$ cat config.mk
export PLATFORM = sky130hd
export DESIGN_NAME = traffic_ctrl_multi
export DESIGN_NICKNAME = d
export VERILOG_FILES = /design/src/rtl/traffic_ctrl_multi.sv
export SDC_FILE = /design/constraint.sdc
export NUM_CORES = 1
export LEC_CHECK = 0
export CORE_MARGIN = 4
export CORE_UTILIZATION = 53
export CTS_BUF_LIST = sky130_fd_sc_hd__clkbuf_4 sky130_fd_sc_hd__clkbuf_8
export CTS_CLUSTER_SIZE = 14
export DETAILED_ROUTE_END_ITERATION = 12
export HOLD_SLACK_MARGIN = 0.06
export PLACE_DENSITY = 0.8
export SLEW_MARGIN = 25
export SYNTH_ARGS = -nofsm -noshare
export SYNTH_HDL_FRONTEND = slang
export SYNTH_SLANG_ARGS = --single-unit
$ cat constraint.sdc
create_clock -name clk -period 2.35 [get_ports clk]
set_input_delay 0.3525 -clock clk [delete_from_list [all_inputs] [get_ports clk]]
set_output_delay 0.3525 -clock clk [all_outputs]
set_load 0.005 [all_outputs]
$ cat src/rtl/traffic_ctrl_multi.sv
// traffic_ctrl_multi: main/side junction plus N_PED pedestrian crossings with internal phase timing.
// Define EMERGENCY_PREEMPT_EN to add the emergency port and preemption behaviour.
module traffic_ctrl_multi #(
  parameter int N_PED        = 2,
  parameter int TIMER_W      = 8,
  parameter int MAIN_GREEN_T = 20,
  parameter int SIDE_GREEN_T = 10,
  parameter int WARN_T       = 3,
  parameter int PED_T        = 8,
  parameter int ALL_RED_T    = 1
) (
  input  logic             clk,
  input  logic             rst,
  input  logic             side_request,
  input  logic [N_PED-1:0] ped_request,
`ifdef EMERGENCY_PREEMPT_EN
  input  logic             emergency,
`endif
  output logic             main_green,
  output logic             side_green,
  output logic             warning,
  output logic             all_red,
  output logic [N_PED-1:0] ped_walk,
  output logic [N_PED-1:0] ped_pending,
  output logic [2:0]       phase
);
  localparam logic [2:0] S_MG = 3'd0, S_MW = 3'd1, S_AR = 3'd2, S_PW = 3'd3, S_SG = 3'd4, S_SW = 3'd5;
  localparam logic [TIMER_W-1:0] L_MG  = TIMER_W'(MAIN_GREEN_T - 1);
  localparam logic [TIMER_W-1:0] L_SG  = TIMER_W'(SIDE_GREEN_T - 1);
  localparam logic [TIMER_W-1:0] L_WN  = TIMER_W'(WARN_T - 1);
  localparam logic [TIMER_W-1:0] L_PW  = TIMER_W'(PED_T - 1);
  localparam logic [TIMER_W-1:0] L_AR  = TIMER_W'(ALL_RED_T - 1);
  localparam logic [TIMER_W-1:0] T_ONE = TIMER_W'(1);
  logic [2:0]         state_q, state_d;
  logic [TIMER_W-1:0] timer_q, timer_d;
  logic               side_pending_q, side_pending_d;
  logic [N_PED-1:0]   ped_pending_q, ped_pending_d;
  logic [N_PED-1:0]   walk_mask_q, walk_mask_d;
  logic               to_main_q, to_main_d;
  logic               expire, any_ped, enter, ped_enter, emg;
`ifdef EMERGENCY_PREEMPT_EN
  assign emg = emergency;
`else
  assign emg = 1'b0;
`endif
  always_comb begin
    expire    = timer_q == '0;
    any_ped   = |ped_pending_q;
    state_d   = state_q;
    to_main_d = to_main_q;
    case (state_q)
      S_MG: state_d = (expire && !emg && (side_pending_q || any_ped)) ? S_MW : S_MG;
      S_MW: if (expire) begin
        state_d   = S_AR;
        to_main_d = 1'b0;
      end
      S_AR: if (expire) state_d = (to_main_q || emg) ? S_MG : any_ped ? S_PW : S_SG;
      S_PW: if (emg) state_d = S_SW;
      else if (expire) begin
        state_d   = side_pending_q ? S_SG : S_AR;
        to_main_d = to_main_q | !side_pending_q;
      end
      S_SG: state_d = (emg || expire) ? S_SW : S_SG;
      S_SW: if (expire) begin
        state_d   = S_AR;
        to_main_d = 1'b1;
      end
      default: state_d = S_MG;
    endcase
    enter     = state_d != state_q;
    ped_enter = enter && state_d == S_PW;
    timer_d   = !enter ? (expire ? '0 : timer_q - T_ONE) :
                state_d == S_MG ? L_MG :
                state_d == S_SG ? L_SG :
                state_d == S_PW ? L_PW :
                state_d == S_AR ? L_AR : L_WN;
    // the vehicle that triggers side green is served, so same-cycle requests are dropped
    side_pending_d = (enter && state_d == S_SG) ? 1'b0 : side_pending_q | side_request;
    ped_pending_d  = ped_enter ? '0 : ped_pending_q | ped_request;
    walk_mask_d    = ped_enter ? ped_pending_q | ped_request : walk_mask_q;
  end
  always_ff @(posedge clk) begin
    if (!rst) begin
      state_q        <= S_MG;
      timer_q        <= L_MG;
      side_pending_q <= 1'b0;
      ped_pending_q  <= '0;
      walk_mask_q    <= '0;
      to_main_q      <= 1'b0;
    end else begin
      state_q        <= state_d;
      timer_q        <= timer_d;
      side_pending_q <= side_pending_d;
      ped_pending_q  <= ped_pending_d;
      walk_mask_q    <= walk_mask_d;
      to_main_q      <= to_main_d;
    end
  end
  assign main_green  = state_q == S_MG;
  assign side_green  = state_q == S_SG;
  assign warning     = state_q == S_MW || state_q == S_SW;
  assign all_red     = state_q == S_AR;
  assign ped_walk    = state_q == S_PW ? walk_mask_q : '0;
  assign ped_pending = ped_pending_q;
  assign phase       = state_q;
endmodule

# Word level (Yosys, flattened, before mapping)

Cells that the tools add are included.

Input bits: 5
Output and inout port bits: 11
Register bits: 17

Add/sub/neg operators: 1
Multiplexer cells: 20
Bitwise operators: 4
Equal/unequal tests: 12
Reduce and logical (&&, ||, !) cells: 15

Operators with widths:

| kind                                                                  | number |
|---|---|
| 3-bit two-way mux                                                     | 7 |
| 8-bit two-way mux                                                     | 2 |
| 3-bit one-hot mux with 5 select lines                                 | 1 |
| 3-bit by 2-bit equality test with 1-bit output, second input constant | 4 |
| 3-bit equality test, second input constant                            | 3 |
| 8-bit zero test                                                       | 1 |
| 2-bit OR reduction                                                    | 4 |
| 8-bit by 1-bit subtractor with 8-bit output, second input constant    | 1 |
| 3-bit zero test                                                       | 2 |
| 2-bit != test, second input constant                                  | 3 |
| 1-bit two-way mux                                                     | 5 |
| 5-bit two-way mux                                                     | 1 |
| 2-bit two-way mux                                                     | 2 |
| 4-bit two-way mux                                                     | 1 |
| 4-bit AND reduction                                                   | 1 |
| 3-bit by 1-bit equality test with 1-bit output, second input constant | 1 |
| 1-bit logical AND                                                     | 3 |
| 3-bit != test                                                         | 1 |
| 1-bit one-hot mux with 3 select lines                                 | 1 |
| 3-bit nonzero test                                                    | 1 |
| 1-bit logical OR                                                      | 2 |
| 1-bit OR                                                              | 2 |
| 2-bit OR                                                              | 1 |
| 1-bit zero test                                                       | 1 |
| 1-bit NOT                                                             | 1 |

# Depth between registers and ports, before layout

Gate-level depths: netlist of the first run.

Depth after elaboration: 11
Gate-level depth with buffers: 8

# Worst setup path before layout of the first run

OpenSTA, ideal clock, no wires.

Path type: register to register
From: reg timer_q[0]
To: reg timer_q[1]
Period minus slack after synthesis: 1.787 ns
Stages on the path, launching flop included: 9
Buffers on the path: 1
Arrival: 1.710 ns
Required time: 2.273 ns
Path slack: 0.563 ns
Path through: dfxtp_1 > inv_1 > ha_1 > nor4b_4 > and2_1 > buf_4 > a311oi_1 > or3b_1 > a41oi_2

Word-level cells in the longest chain between the ends: 10
Elaborated cells on any way between the ends: 20
Those cells by class: add/sub (1); eq/ne (4); mux (12); reduce/logical (3)

RTL lines:

| what                                           | RTL line | source |
|---|---|---|
| start, declared                                | 35       | `logic [TIMER_W-1:0] timer_q, timer_d;` |
| start signal, assigned                         | 92       | `timer_q <= timer_d;` |
| 8-bit zero test                                | 47       | `expire = timer_q == '0;` |
| 1-bit logical AND                              | 52       | `S_MG: state_d = (expire && !emg && (side_pending_q \|\| any_ped)) ? S_MW : S_MG;` |
| 1-bit two-way mux                              | 52       |  |
| 3-bit one-hot mux with 5 select lines          | 51       | `case (state_q)` |
| 3-bit by 2-bit equality test with 1-bit output | 76       | `state_d == S_AR ? L_AR : L_WN;` |
| 2-bit two-way mux                              | 76       |  |
| 3-bit two-way mux                              | 75       | `state_d == S_PW ? L_PW :` |
| 4-bit two-way mux                              | 74       | `state_d == S_SG ? L_SG :` |
| 5-bit two-way mux                              | 73       | `state_d == S_MG ? L_MG :` |
| 8-bit two-way mux *                            | 72       | `timer_d = !enter ? (expire ? '0 : timer_q - T_ONE) :` |

Mark *: on every way between the ends. The rest lies on a longest branch, timed or not.
A chain may end at the register's enable or synchronous reset.

# Final worst setup path of the first run

From: reg state_q[0] (netlist: phase[0])
To: out warning

Word-level cells in the longest chain between the ends: 2
Elaborated cells on any way between the ends: 3
Those cells by class: eq/ne (2); reduce/logical (1)

RTL lines:

| what                                                                                         | RTL line | source |
|---|---|---|
| start, declared                                                                              | 34       | `logic [2:0] state_q, state_d;` |
| start signal, assigned                                                                       | 91       | `state_q <= state_d;` |
| 3-bit by 1-bit equality test with 1-bit output / 3-bit equality test (equally long branches) | 101      | `assign warning = state_q == S_MW \|\| state_q == S_SW;` |
| 1-bit logical OR *                                                                           | 101      |  |
| end, declared                                                                                | 21       | `output logic warning,` |

Marks and branches as above.

==> flow_summary_export.csv, run 1 <==
group,metric,value,unit
status,status,"completed",
worst_setup_path,r2r_slack,0.36,ns
worst_setup_path,end_kind,"output pin",
logic_synthesis,synth_nets,117,
pwr,ir_drop,461,uV
clock_network,clk_latency,0.29,ns
run,cap_violations,0,
logic_synthesis,yosys-top-cells-count,"dfxtp_1, o21ai_0, nor2_1, a21oi_1, nand2_1",
die,die_area,0.00245,sq mm
min_path,holdPathEnd,"walk_mask_q[1]",
logic_synthesis,synthArstFlopShare,0,
global_route,grt-ovfl-total,0,
logic_synthesis,synth_xor_area_frac,0.0192,
logic_synthesis,seq_area_frac_synth,0.374,
finish,fin_util,0.706,
logic_synthesis,synth_fa_ha_area_frac,0.0137,
worst_setup_path,r2r_end,"timer_q[1]",
global_route,grt_pass1_vias,857,
routing,drc,0,
worst_setup_path,arrival,1.77,ns
routing,wl_met3,107,microns
clock_network,cts.root.buffer_cell,"clkbuf_4",
logic_synthesis,synth_edf_count,0,
logic_synthesis,synth_area_leaders,"dfxtp_1, o21ai_0, nor2_1",
routing,wirelength_met1,957,microns
logic_synthesis,yosysWarnings,0,
sta,tns,0,ns
logic_synthesis,synth_compound_area_frac,0.213,
min_path,min-delay-start,"walk_mask_q[1]",
logic_synthesis,yosysUniqueCellTypes,37,
logic_synthesis,syn-instance-count,111,
finish,n_antenna_cell,0,
routing,route.met2.wl,998,microns
place,gp_congestion,0.893,
pwr,p_comb_frac,0.107,
min_path,min_path_cells,2,
global_route,antenna_found_initial,0,
clock_network,clkTransAtPathRegs,0.10,ns
routing,top_layer,"met4",
sta,skew,0.00548,ns
worst_setup_path,reg2reg_from,"timer_q[0]",
global_route,gr-usage-all-layers,0.193,
die,initial_core_util,0.584,
die,coreArea,0.00156,sq mm
worst_setup_path,crit_path_max_fanout,17,
logic_synthesis,postSynthAreaPerCell,8.21,sq um
clock_network,cts_resized,0,
sta,rsz0062_at_grt,"no",
pwr,p_sw_frac,0.246,
routing,via_per_inst,6.09,
routing,dr.first_iter.drc_count,20,
finish,finalNetCount,134,
routing,wl_per_cell,14.8,microns
place,portBuffers,15,
die,dieWidth,49.5,microns
logic_synthesis,synth_top_family_by_area,"simple AND/OR/NAND/NOR gates",
logic_synthesis,synthSimpleGateAreaFrac,0.323,
die,rows,14,
global_route,grt_pass1_wl,3680,microns
logic_synthesis,synth.largest_area_cell,"dfxtp_1",
sta,slew_viol_final,0,
pwr,clkPwrFrac,0.314,
finish,drive_above_1_share,0.0866,
pwr,powerDensity,488,mW/mm^2
worst_setup_path,worstRegToRegCells,7,
worst_setup_path,worstPathRequired,2.00,ns
global_route,grt_max_degree,18,
pwr,internal_power,405,uW
logic_synthesis,synth_area,911,sq um
pwr,switchingPower,132,uW
clock_network,cts_buffers,3,
min_path,min_path_type,"flip-flop to flip-flop",
sta,setup_viol,0,
clock_network,cts_tree,"yes",
place,postPlaceCellArea,0.00107,sq mm
worst_setup_path,cp-start-kind,"flip-flop",
logic_synthesis,synth_ff_type,"dfxtp_1",
sta,hold_viol,0,
sta,worstMarginPinSlew,0.550,ns
sta,relSlewSlack,0.633,
clock_network,cts.sinks,17,
logic_synthesis,ys_ff_latch,17,
worst_setup_path,setup.worst_path.class,"flip-flop to output pin",
logic_synthesis,synth_top_cell_area_share,0.374,
sta,fmax,0.470,GHz
routing,drtAntennaViolNets,0,
clock_network,post-cts-setup-buffers,0,
sta,fin_crit,2.13,ns
routing,wl,2110,microns
routing,firstDrtPassIters,4,
place,hpwl,1610,microns
logic_synthesis,yosysMostFrequentCell,"dfxtp_1",
sta,hold_slack,0.457,ns
sta,period_share,0.905,
clock_network,holdBufCountCts,0,
die,ios,16,
pwr,p_leak,0.000418,uW
logic_synthesis,muxShareOfSynthArea,0.0220,
clock_network,cts_max_level,1,
finish,finalInstanceArea,0.00110,sq mm
pwr,sequentialPowerShare,0.579,
finish,area_growth,20.9,%
routing,vias,871,
die,die_h,49.5,microns
clock_network,cts.path.max_buffers,2,
## power groups by stage
| stage | Sequential (uW) | Clock (uW) | Combinational (uW) |
|---|---|---|---|
| after detailed placement | 318 | 0 | 57.6 |
| final | 311 | 169 | 57.6 |
| after CTS | 311 | 174 | 57.8 |
| after floorplan | 315 | 0 | 36.4 |
| after global placement | 317 | 0 | 55.6 |
| after global routing | 313 | 185 | 63.5 |
## layout make-up
cell class	instances	area [sq um]
timing repair buffer	17	165
tap	16	20.0
sequential	17	340
multi-input combinational	87	538
clock buffer	4	30.0
fill	121	458
inverter	2	7.51
## worst max-delay path, stage by stage (launching register included)
cell and delay (ns):
dfxtp_1 0.68, nor2b_1 0.26, clkdlybuf4s50_1 0.54
## state kept, by name (all words and copies together), names as in the netlist
signal,cells
side_pending_q,1
timer_q,8
phase,3
to_main_q,1
walk_mask_q,2
ped_pending,2
## placed cells by master, fill, tap and decap left out, types with 4 or more instances in the layout
| cell | synthesis | routed |
|---|---|---|
| dfxtp_1 | 17 | 17 |
| nor2b_1 | 6 | 6 |
| and2_1 | 5 | 5 |
| clkdlybuf4s50_1 | 0 | 15 |
| nand2_1 | 8 | 8 |
| nor3_1 | 5 | 5 |
| clkbuf_4 | 0 | 4 |
| o21ai_0 | 12 | 12 |
| nor2_1 | 11 | 11 |
| a21oi_1 | 8 | 8 |
## layer usage
layer  GRT usage  vias to the layer above
li1            -                      433
met1       0.241                      406
met2       0.304                       27
met3      0.0392                        5
met4       0.115                        0
met5           0                        -
## worst max-delay path by stage
stage          slack [ns]  depth (start not counted)          to  startpoint
6_report             0.22                          2     warning    phase[0]
5_1_grt              0.18                          2     warning    phase[0]
4_1_cts              0.26                          2     warning    phase[0]
3_5_place_dp         0.40                          7  timer_q[1]  timer_q[0]
3_3_place_gp         0.48                          7  timer_q[1]  timer_q[0]
2_1_floorplan        0.56                          8  timer_q[1]  timer_q[0]
## stage by stage
step           std cells  setup WS, ns  total power [uW]
2_1_floorplan        111         0.563               352
3_3_place_gp         139         0.483               373
3_5_place_dp         139         0.403               376
4_1_cts              143         0.260               543
5_1_grt              143         0.175               562
6_report             143         0.224               538
## cell families after synthesis
| kind of cell | Yosys count |
|---|---|
| compound gates | 31 |
| xor+xnor | 2 |
| fa+ha+maj | 1 |
| flops | 17 |
| mux | 2 |
| simple gates | 51 |
| buf+inv | 7 |
Note: power is estimated with default switching activity, not from simulation.
==> run 2: changes to the inputs <==
CORE_MARGIN = 3   (was 4)
CTS_CLUSTER_DIAMETER = 30   (was unset)
==> flow_summary_export.csv, run 2 (synthesized netlist as in run 1, its figures left out) <==
group,metric,value,unit
clock_network,cts_buffers,3,
clock_network,holdBufCountCts,0,
place,gp_congestion,0.919,
finish,finalInstanceArea,0.00109,sq mm
global_route,grt-busiest-layer,"met2",
min_path,min_path_type,"flip-flop to flip-flop",
clock_network,cts_max_level,1,
sta,tns,0,ns
pwr,p_leak,0.000412,uW
finish,final_cell_mix,"dfxtp_1, clkdlybuf4s50_1, o21ai_0",
finish,fin_util,0.701,
clock_network,clk_latency,0.29,ns
die,coreArea,0.00156,sq mm
clock_network,cts.path.max_buffers,2,
clock_network,clkTransAtPathRegs,0.10,ns
die,ios,16,
finish,fill_cells,136,
place,hpwl,1540,microns
global_route,grtUsageMet1,0.298,
worst_setup_path,arrival,1.80,ns
sta,fmax,0.464,GHz
run,cap_violations,0,
clock_network,cts_resized,0,
finish,finalNonFillerCells,142,
routing,drc,0,
finish,top_register,"timer_q",
global_route,gr-usage-all-layers,0.218,
global_route,grt_pass1_wl,3420,microns
clock_network,cts.sinks,17,
clock_network,post-cts-setup-buffers,0,
worst_setup_path,setup.worst_path.class,"flip-flop to output pin",
finish,area_growth,20.1,%
place,postPlaceCellArea,0.00106,sq mm
sta,slew_viol_final,0,
global_route,antenna_found_initial,0,
global_route,grt_use_met3,0.0451,
die,die_h,47.5,microns
die,initial_core_util,0.584,
sta,skew,0.00170,ns
finish,finalNetCount,133,
routing,wl_per_cell,14.2,microns
place,portBuffers,15,
sta,rsz0062_at_grt,"no",
routing,wl,2020,microns
sta,fin_crit,2.16,ns
die,die_area,0.00225,sq mm
pwr,ir_drop,350,uV
worst_setup_path,worstPathRequired,2.00,ns
finish,final_common_cell,"dfxtp_1",
global_route,grt_pass1_vias,737,
sta,hold_slack,0.453,ns
routing,dr.first_iter.drc_count,8,
clock_network,cts_tree,"yes",
die,rows,14,
sta,worstMarginPinSlew,0.518,ns
finish,n_antenna_cell,0,
sta,period_share,0.918,
routing,via_per_inst,5.82,
worst_setup_path,end_kind,"output pin",
global_route,grt_max_degree,18,
place,dp_cells,138,
sta,hold_viol,0,
min_path,min_path_cells,2,
worst_setup_path,worstRegToRegCells,7,
worst_setup_path,cp-start-kind,"flip-flop",
clock_network,cts.root.buffer_cell,"clkbuf_4",
status,status,"completed",
global_route,grt-ovfl-total,0,
routing,vias,827,
sta,setup_viol,0,
global_route,met2_usage,0.337,
routing,firstDrtPassIters,4,
finish,largest_reg_flops,8,
worst_setup_path,crit_path_max_fanout,12,
die,dieWidth,47.5,microns
sta,relSlewSlack,0.654,
finish,drive_above_1_share,0.0794,
pwr,powerDensity,494,mW/mm^2
routing,drtAntennaViolNets,0,
[run 2: per-layer routing]
metal  wire length, microns  share of wire  vias to the layer above
met1                    983           0.49                      372
met2                    945           0.47                       17
met3                     66          0.033                        4
met4                     22          0.011                        0
met5                      0              0                        -
li1                       -              -                      434
[run 2: path summary, 6_finish.rpt]
check             slack (ns)             end            from
hold / removal          0.45  walk_mask_q[0]  walk_mask_q[0]
setup / recovery        0.19     ped_walk[0]        phase[1]
setup reg to reg        0.34      timer_q[1]      timer_q[0]
hold reg to reg         0.45  walk_mask_q[0]  walk_mask_q[0]
[run 2: power breakdown]
part	leakage [uW]	internal (uW)	switching (uW)
Sequential	0.000139	299	12.6
Combinational	0.000255	29.1	28.3
Clock	0.0000184	77.6	93.8
Total	0.000412	405	135
[run 2: stage by stage]
step	total power, uW	setup slack [ns]
3_3_place_gp	374	0.368
2_1_floorplan	352	0.563
4_1_cts	543	0.183
5_1_grt	564	0.0909
6_report	540	0.193
3_5_place_dp	375	0.348
[run 2: final cells by class]
class                   count  area [sq um]  share of cell area
inverters                   2          7.51             0.00686
flip-flops and latches     17           340               0.311
repair buffers             16           158               0.144
well taps                  16          20.0              0.0183
clock buffers               4          30.0              0.0275
multi-input cells          87           538               0.492
[run 2: worst max-delay path: stages, from the launching register on]
cell and delay (ns):
dfxtp_1 0.52, nor2b_1 0.17, buf_4 0.16, and3_1 0.16, clkdlybuf4s50_1 0.49
==> run 3: changes to the inputs <==
ABC_AREA = 0   (was unset)
==> results of run 3 <==
The final DEF is identical to that of run 2; final timing and power are the same.
